===== src/rtl/memory_access_ctrl_pkg.sv =====
// Shared definitions for the memory access controller and the load-shift stage:
// FSM encoding, access size codes, one-hot positions and bus payload structs.
package memory_access_ctrl_pkg;

  localparam int unsigned DATA_W = 64;
  localparam int unsigned STRB_W = 8;
  localparam int unsigned OFF_W  = 3;
  localparam int unsigned SIZE_W = 2;
  localparam int unsigned OH_W   = 4;

  typedef enum logic [1:0] {
    ST_IDLE = 2'd0,
    ST_REQ  = 2'd1,
    ST_WAIT = 2'd2,
    ST_DONE = 2'd3
  } state_e;

  localparam logic [SIZE_W-1:0] SZ_BYTE   = 2'b00;
  localparam logic [SIZE_W-1:0] SZ_HALF   = 2'b01;
  localparam logic [SIZE_W-1:0] SZ_WORD   = 2'b10;
  localparam logic [SIZE_W-1:0] SZ_DOUBLE = 2'b11;

  localparam int unsigned OH_BYTE   = 0;
  localparam int unsigned OH_HALF   = 1;
  localparam int unsigned OH_WORD   = 2;
  localparam int unsigned OH_DOUBLE = 3;

  typedef struct packed {
    logic              wen;
    logic [DATA_W-1:0] wdata;
    logic [STRB_W-1:0] wstrb;
  } mem_wr_t;

  typedef struct packed {
    logic [OFF_W-1:0] offset;
    logic [OH_W-1:0]  size_oh;
    logic             is_sign;
    logic             is_store;
    logic             misalign;
  } out_meta_t;

  function automatic logic is_misaligned(input logic [SIZE_W-1:0] size,
                                         input logic [OFF_W-1:0]  off);
    logic mis;
    mis = 1'b0;
    case (size)
      SZ_HALF:   mis = off[0];
      SZ_WORD:   mis = |off[1:0];
      SZ_DOUBLE: mis = |off;
      default:   mis = 1'b0;
    endcase
    return mis;
  endfunction

  function automatic logic [OH_W-1:0] size_onehot(input logic [SIZE_W-1:0] size);
    return OH_W'(1) << size;
  endfunction

endpackage


===== src/rtl/memory_store_align.sv =====
// Places right-justified store data at its byte lane and builds the byte strobe.
module memory_store_align
  import memory_access_ctrl_pkg::*;
(
  input  logic [SIZE_W-1:0] i_size,
  input  logic [OFF_W-1:0]  i_offset,
  input  logic [DATA_W-1:0] i_data,
  output logic [DATA_W-1:0] o_wdata_c,
  output logic [STRB_W-1:0] o_wstrb_c
);

  logic [STRB_W-1:0] w_base;

  always_comb begin
    w_base = 8'h01;
    case (i_size)
      SZ_BYTE:   w_base = 8'h01;
      SZ_HALF:   w_base = 8'h03;
      SZ_WORD:   w_base = 8'h0F;
      SZ_DOUBLE: w_base = 8'hFF;
      default:   w_base = 8'h01;
    endcase
    o_wstrb_c = w_base << i_offset;
    o_wdata_c = i_data << {i_offset, 3'b000};
  end

endmodule


===== src/rtl/memory_access_ctrl.sv =====
// Single-outstanding load/store controller between execute stage, memory bus
// and load-shift stage; misaligned accesses complete without touching the bus.
module memory_access_ctrl
  import memory_access_ctrl_pkg::*;
#(
  parameter int unsigned ADDR_W = 64
) (
  input  logic              clk,
  input  logic              rst,
  input  logic              in_valid,
  output logic              in_ready,
  input  logic [ADDR_W-1:0] in_addr,
  input  logic [DATA_W-1:0] in_wdata,
  input  logic              in_is_store,
  input  logic [SIZE_W-1:0] in_size,
  input  logic              in_is_sign,
  output logic              mem_req_valid,
  input  logic              mem_req_ready,
  output logic [ADDR_W-1:0] mem_req_addr,
  output logic              mem_req_wen,
  output logic [DATA_W-1:0] mem_req_wdata,
  output logic [STRB_W-1:0] mem_req_wstrb,
  input  logic              mem_resp_valid,
  input  logic [DATA_W-1:0] mem_resp_data,
  output logic              out_valid,
  input  logic              out_ready,
  output logic [DATA_W-1:0] out_pre_data,
  output logic [OFF_W-1:0]  out_data_offset,
  output logic [OH_W-1:0]   out_size_oh,
  output logic              out_is_sign,
  output logic              out_is_store,
  output logic              out_misalign
);

  state_e            r_state;
  state_e            w_next;
  logic              w_accept;
  logic              w_mis;
  logic [DATA_W-1:0] w_st_wdata;
  logic [STRB_W-1:0] w_st_wstrb;
  logic [ADDR_W-1:0] r_addr;
  mem_wr_t           r_wr;
  out_meta_t         r_meta;
  logic [DATA_W-1:0] r_pre_data;

  memory_store_align u_store_align (
    .i_size    (in_size),
    .i_offset  (in_addr[OFF_W-1:0]),
    .i_data    (in_wdata),
    .o_wdata_c (w_st_wdata),
    .o_wstrb_c (w_st_wstrb)
  );

  assign w_accept = in_valid && in_ready;
  assign w_mis    = is_misaligned(in_size, in_addr[OFF_W-1:0]);

  always_ff @(posedge clk) begin
    if (rst) r_state <= ST_IDLE;
    else     r_state <= w_next;
  end

  always_comb begin
    w_next = r_state;
    case (r_state)
      ST_IDLE: if (w_accept) w_next = w_mis ? ST_DONE : ST_REQ;
      ST_REQ:  if (mem_req_ready) w_next = ST_WAIT;
      ST_WAIT: if (mem_resp_valid) w_next = ST_DONE;
      ST_DONE: if (out_ready) w_next = ST_IDLE;
      default: w_next = ST_IDLE;
    endcase
  end

  // Handshake strobes are state decodes, held low while reset is asserted.
  always_comb begin
    in_ready      = 1'b0;
    mem_req_valid = 1'b0;
    out_valid     = 1'b0;
    if (!rst) begin
      case (r_state)
        ST_IDLE: in_ready      = 1'b1;
        ST_REQ:  mem_req_valid = 1'b1;
        ST_DONE: out_valid     = 1'b1;
        default: ;
      endcase
    end
  end

  // Request and result fields latch on accept; only the response data arrives later.
  always_ff @(posedge clk) begin
    if (rst) begin
      r_addr     <= '0;
      r_wr       <= '0;
      r_meta     <= '0;
      r_pre_data <= '0;
    end else if (w_accept) begin
      r_meta.offset   <= in_addr[OFF_W-1:0];
      r_meta.size_oh  <= size_onehot(in_size);
      r_meta.is_sign  <= in_is_sign && !in_is_store && (in_size != SZ_DOUBLE);
      r_meta.is_store <= in_is_store;
      r_meta.misalign <= w_mis;
      r_pre_data      <= '0;
      if (!w_mis) begin
        r_addr <= {in_addr[ADDR_W-1:OFF_W], 3'b000};
        if (in_is_store) r_wr <= '{wen: 1'b1, wdata: w_st_wdata, wstrb: w_st_wstrb};
        else             r_wr <= '0;
      end
    end else if (r_state == ST_WAIT && mem_resp_valid && !r_meta.is_store) begin
      r_pre_data <= mem_resp_data;
    end
  end

  assign mem_req_addr    = r_addr;
  assign mem_req_wen     = r_wr.wen;
  assign mem_req_wdata   = r_wr.wdata;
  assign mem_req_wstrb   = r_wr.wstrb;
  assign out_pre_data    = r_pre_data;
  assign out_data_offset = r_meta.offset;
  assign out_size_oh     = r_meta.size_oh;
  assign out_is_sign     = r_meta.is_sign;
  assign out_is_store    = r_meta.is_store;
  assign out_misalign    = r_meta.misalign;

endmodule


===== config.mk =====
export PLATFORM = sky130hd
export DESIGN_NAME = memory_access_ctrl
export DESIGN_NICKNAME = d
export VERILOG_FILES = /design/src/rtl/memory_access_ctrl_pkg.sv /design/src/rtl/memory_store_align.sv /design/src/rtl/memory_access_ctrl.sv
export SDC_FILE = /design/constraint.sdc
export NUM_CORES = 1
export LEC_CHECK = 0
export CORE_AREA = 3 3 160 162
export CTS_CLUSTER_SIZE = 10
export DETAILED_ROUTE_END_ITERATION = 10
export DIE_AREA = 0 0 163 165
export PLACE_DENSITY = 0.72
export SETUP_SLACK_MARGIN = 0.2
export SYNTH_ARGS = -nofsm -noshare
export SYNTH_HDL_FRONTEND = slang
export SYNTH_SLANG_ARGS = --single-unit

===== constraint.sdc =====
create_clock -name clk -period 2.5 [get_ports clk]
set_clock_uncertainty 0.15 [all_clocks]
set_input_delay 0.625 -clock clk [delete_from_list [all_inputs] [get_ports clk]]
set_output_delay 0.625 -clock clk [all_outputs]
set_load 0.005 [all_outputs]

==> results.yml, run 1 <==
clocking:
  cts_hold_buffers: 0
  clk_latency_ns: 0.52
  ctsHtreeMaxLevel: 1
  clock-root-buffer: "sky130_fd_sc_hd__clkbuf_16"
  clock-sinks: 210
  tritoncts: "done"
  cts.reportedPaths.clkPinSlew_ns: 0.06
  tritoncts.num_buffers: 25
  cts_setup_buffers: 0
  cts_buffer_depth: 3
floorplan:
  chipHeight_um: 165
  floorplan.die_area_um2: 26900
  coreArea_um2: 24200
  io-pin-count: 416
  cell_rows: 57
  floorplan.die.width_um: 163
  starting_density_of_the_core: 0.363
sta:
  final_max_slew_viol_count: 0
  finalSetupViolCount: 0
  fmax_ghz: 0.434
  grt_setup_unrepaired: "true"
  whs_ns: 0.205
  totalNegativeSetupSlack_ns: 0
  worstMarginPinSlew_ns: 0.698
  timing.final.crit_share: 0.922
  maxSlewHeadroom: 0.522
  hold_viol_final: 0
  period_needed_ns: 2.31
grt:
  grt_max_degree: 65
  globalRouteTotalUtil: 0.233
  grt_first_pass_wirelength_um: 49900
  antenna_found_initial: 0
  grt_pass1_vias: 8834
  grt.overflow.total: 0
critical_path:
  path_class: "in -> reg"
  crit_required_ns: 2.81
  largest_fanout_on_the_critical_path: 6
  critical_path_arrival_ns: 2.61
  worst_case_register_to_register_setup_slack_ns: 0.30
  critPathLaunchType: "primary input"
  critical_path.endpoint_type: "flop"
synthesis:
  synth_ff_type: "sky130_fd_sc_hd__dfxtp_1"
  synth_area_per_cell_um2: 8.49
  postSynthRegisterBits: 210
  synth_seq_area_share: 0.478
  postSynthCellCount: 1035
  synth-async-reset-ratio: 0
  synthDistinctLibCells: 46
  post_synth_instance_area_um2: 8790
  synth-edff-count: 0
  synth.yosys.warnings: 0
detailed_routing:
  drcViolationCount: 0
  drt-wirelength-per-cell_um: 18.8
  via_count: 9205
  detail_route.iter0.violations: 654
  drt_wl_total_um: 33500
  detailedRoute.firstPassIterationCount: 5
  detail-route-antenna-nets: 0
  post_drt_via_cell_ratio: 5.15
layout:
  share_of_cells_above_drive_strength_1: 0.0869
  antennaDiodeCount: 0
  p_r_area_growth_vs_syn_pct: 63.0
  nNetsFinal: 1664
  fillCellCount: 2153
place:
  finalWeightedCongestion: 0.908
  post-dp-hpwl_um: 25400
  buffer_ports.inserted: 412
power:
  peakVddDrop_uv: 699
  p_leak_nw: 5.20
  post-layout-total-power_mw: 9.06
  pwr_density_nw_per_um2: 632
min_path:
  hold_class: "in -> reg"
run:
  cap_violations: 0
outcome:
  outcome: "completed"
critical path, stage by stage:
cell and delay [ns]:
sky130_fd_sc_hd__clkdlybuf4s50_1 0.53, sky130_fd_sc_hd__a211oi_2 0.30, sky130_fd_sc_hd__buf_4 0.17, sky130_fd_sc_hd__o21ai_4 0.09, sky130_fd_sc_hd__buf_4 0.15, sky130_fd_sc_hd__a2111oi_0 0.56, sky130_fd_sc_hd__a221o_1 0.19
final cells by class:
type	instances	area, um2	share of cell area
Timing Repair Buffer	481	4800	0.335
Sequential cell	210	4210	0.294
Inverter	7	26.3	0.00183
Multi-Input combinational cell	732	4210	0.294
Tap cell	324	405	0.0283
Clock inverter	2	13.8	0.000960
Clock buffer	30	664	0.0464
synth_stat cells, types with 2 or more instances:
cell                        instances  area, um2
sky130_fd_sc_hd__mux2i_1           62        621
sky130_fd_sc_hd__inv_1              7       26.3
sky130_fd_sc_hd__nand2b_1          11       68.8
sky130_fd_sc_hd__dfxtp_1          210       4200
sky130_fd_sc_hd__nor2_1            38        143
sky130_fd_sc_hd__o211ai_1           3       22.5
sky130_fd_sc_hd__nor3_1             2       10.0
sky130_fd_sc_hd__buf_1              7       26.3
sky130_fd_sc_hd__nand2_1          277       1040
sky130_fd_sc_hd__nand3_1            3       15.0
sky130_fd_sc_hd__clkbuf_1          52        195
sky130_fd_sc_hd__nand3b_1           6       45.0
sky130_fd_sc_hd__a211o_1            5       43.8
sky130_fd_sc_hd__a32oi_1            8       70.1
sky130_fd_sc_hd__a21oi_1          148        741
sky130_fd_sc_hd__buf_2             22        110
sky130_fd_sc_hd__buf_4              7       52.6
sky130_fd_sc_hd__o22ai_1            5       31.3
sky130_fd_sc_hd__a2111oi_0          3       26.3
sky130_fd_sc_hd__a221o_1            3       30.0
sky130_fd_sc_hd__ha_1               5       62.6
sky130_fd_sc_hd__o21ai_0           25        125
sky130_fd_sc_hd__o2bb2ai_1         26        228
sky130_fd_sc_hd__a32o_1            18        180
sky130_fd_sc_hd__mux2_2             8       90.1
sky130_fd_sc_hd__a22oi_1           35        263
sky130_fd_sc_hd__a22o_1            12        105
sky130_fd_sc_hd__nor2b_1            9       56.3
flip-flops by register name, indices dropped and copies added (netlist names):
register	flops
mem_req_addr	61
out_pre_data	64
out_misalign	1
out_data_offset	3
mem_req_wdata	64
r_state	2
out_is_sign	1
out_is_store	1
mem_req_wen	1
out_size_oh	4
mem_req_wstrb	8
cells by family (layout without fill, tap and decap cells):
kind of cell | Yosys count | in the layout | synth area share
multiplexers | 70 | 70 | 0.0808
other | 1 | 3 | 0.000427
AND/OR/NAND/NOR | 354 | 354 | 0.164
flip-flops | 210 | 210 | 0.478
adder cells (fa/ha/maj) | 5 | 5 | 0.00712
AO/OA/AOI/OAI | 300 | 300 | 0.223
buffers and inverters | 95 | 520 | 0.0467
path summary, 6_finish.rpt:
| path | startpoint | end | depth (start not counted) |
|---|---|---|---|
| worst min-delay path | rst | r_state[0] | 2 |
| worst max-delay path | in_size[0] | mem_req_wdata[36] | 7 |
| worst min register to register | out_size_oh[2] | out_size_oh[2] | 2 |
| worst max register to register | r_state[0] | mem_req_wdata[36] | 8 |
what timing repair did:
action / in CTS / in global routing
cloned: 0 / 0
pin swaps: 0 / 1
setup endpoints to repair: 3 / 5
resized for setup: 12 / 5
per-stage QoR:
step / cell area (um2) / setup slack (ns) / std cells / utilization
2_1_floorplan: 8800 / 0.300 / 1037 / -
3_3_place_gp: 13700 / -0.232 / 1754 / 0.563
4_1_cts: 14300 / 0.207 / 1786 / 0.591
5_1_grt: 14300 / 0.181 / 1786 / 0.591
6_report: 14300 / 0.195 / 1786 / 0.591
3_5_place_dp: 13700 / -0.241 / 1754 / 0.563
power breakdown:
part / total [mW] / internal, mW / switching [mW]
clock network: 3.17 / 1.84 / 1.34
registers: 3.69 / 3.57 / 0.125
logic: 2.19 / 1.13 / 1.06
total: 9.06 / 6.54 / 2.52
per-layer routing:
| metal | track usage | up-vias | wire length [um] | part of all wire |
|---|---|---|---|---|
| met5 | 0 | - | 0 | 0 |
| met4 | 0.0765 | 0 | 1110 | 0.033 |
| met3 | 0.0720 | 68 | 3180 | 0.095 |
| met2 | 0.376 | 417 | 15600 | 0.47 |
| met1 | 0.297 | 4283 | 13600 | 0.41 |
| li1 | - | 4437 | - | - |
cells in the final DEF, fill, tap and decap left out, types with 2 or more instances in the layout:
master / count
sky130_fd_sc_hd__dfxtp_2: 2
sky130_fd_sc_hd__nor2b_1: 9
sky130_fd_sc_hd__a22oi_1: 35
sky130_fd_sc_hd__a221o_1: 3
sky130_fd_sc_hd__o211ai_1: 3
sky130_fd_sc_hd__dfxtp_1: 207
sky130_fd_sc_hd__buf_12: 14
sky130_fd_sc_hd__buf_4: 57
sky130_fd_sc_hd__o2bb2ai_1: 26
sky130_fd_sc_hd__clkdlybuf4s50_1: 406
sky130_fd_sc_hd__buf_2: 2
sky130_fd_sc_hd__nor3_1: 2
sky130_fd_sc_hd__a2111oi_0: 2
sky130_fd_sc_hd__mux2i_1: 62
sky130_fd_sc_hd__a2111oi_1: 2
sky130_fd_sc_hd__a22o_1: 12
sky130_fd_sc_hd__ha_1: 4
sky130_fd_sc_hd__a21oi_1: 148
sky130_fd_sc_hd__inv_1: 6
sky130_fd_sc_hd__nand3b_1: 6
sky130_fd_sc_hd__nand3_1: 2
sky130_fd_sc_hd__clkbuf_16: 25
sky130_fd_sc_hd__nor2_1: 38
sky130_fd_sc_hd__nand2_1: 277
sky130_fd_sc_hd__o21ai_0: 25
sky130_fd_sc_hd__clkbuf_1: 3
sky130_fd_sc_hd__clkbuf_8: 2
sky130_fd_sc_hd__a32o_1: 18
sky130_fd_sc_hd__o22ai_1: 5
sky130_fd_sc_hd__conb_1: 3
sky130_fd_sc_hd__a211o_1: 5
sky130_fd_sc_hd__nand2b_1: 10
sky130_fd_sc_hd__a32oi_1: 8
sky130_fd_sc_hd__mux2_2: 8
Note: power is estimated with default switching activity, not from simulation.
==> run 2, diff against run 1 <==
--- a/config.mk
+++ b/config.mk
@@ -5,6 +5,7 @@
 export SDC_FILE = /design/constraint.sdc
 export NUM_CORES = 1
 export LEC_CHECK = 0
+export CAP_MARGIN = 30
 export CORE_AREA = 3 3 160 162
 export CTS_CLUSTER_SIZE = 10
 export DETAILED_ROUTE_END_ITERATION = 10
==> results of run 2 <==
Final layout, timing and power as in run 1 (identical DEF).
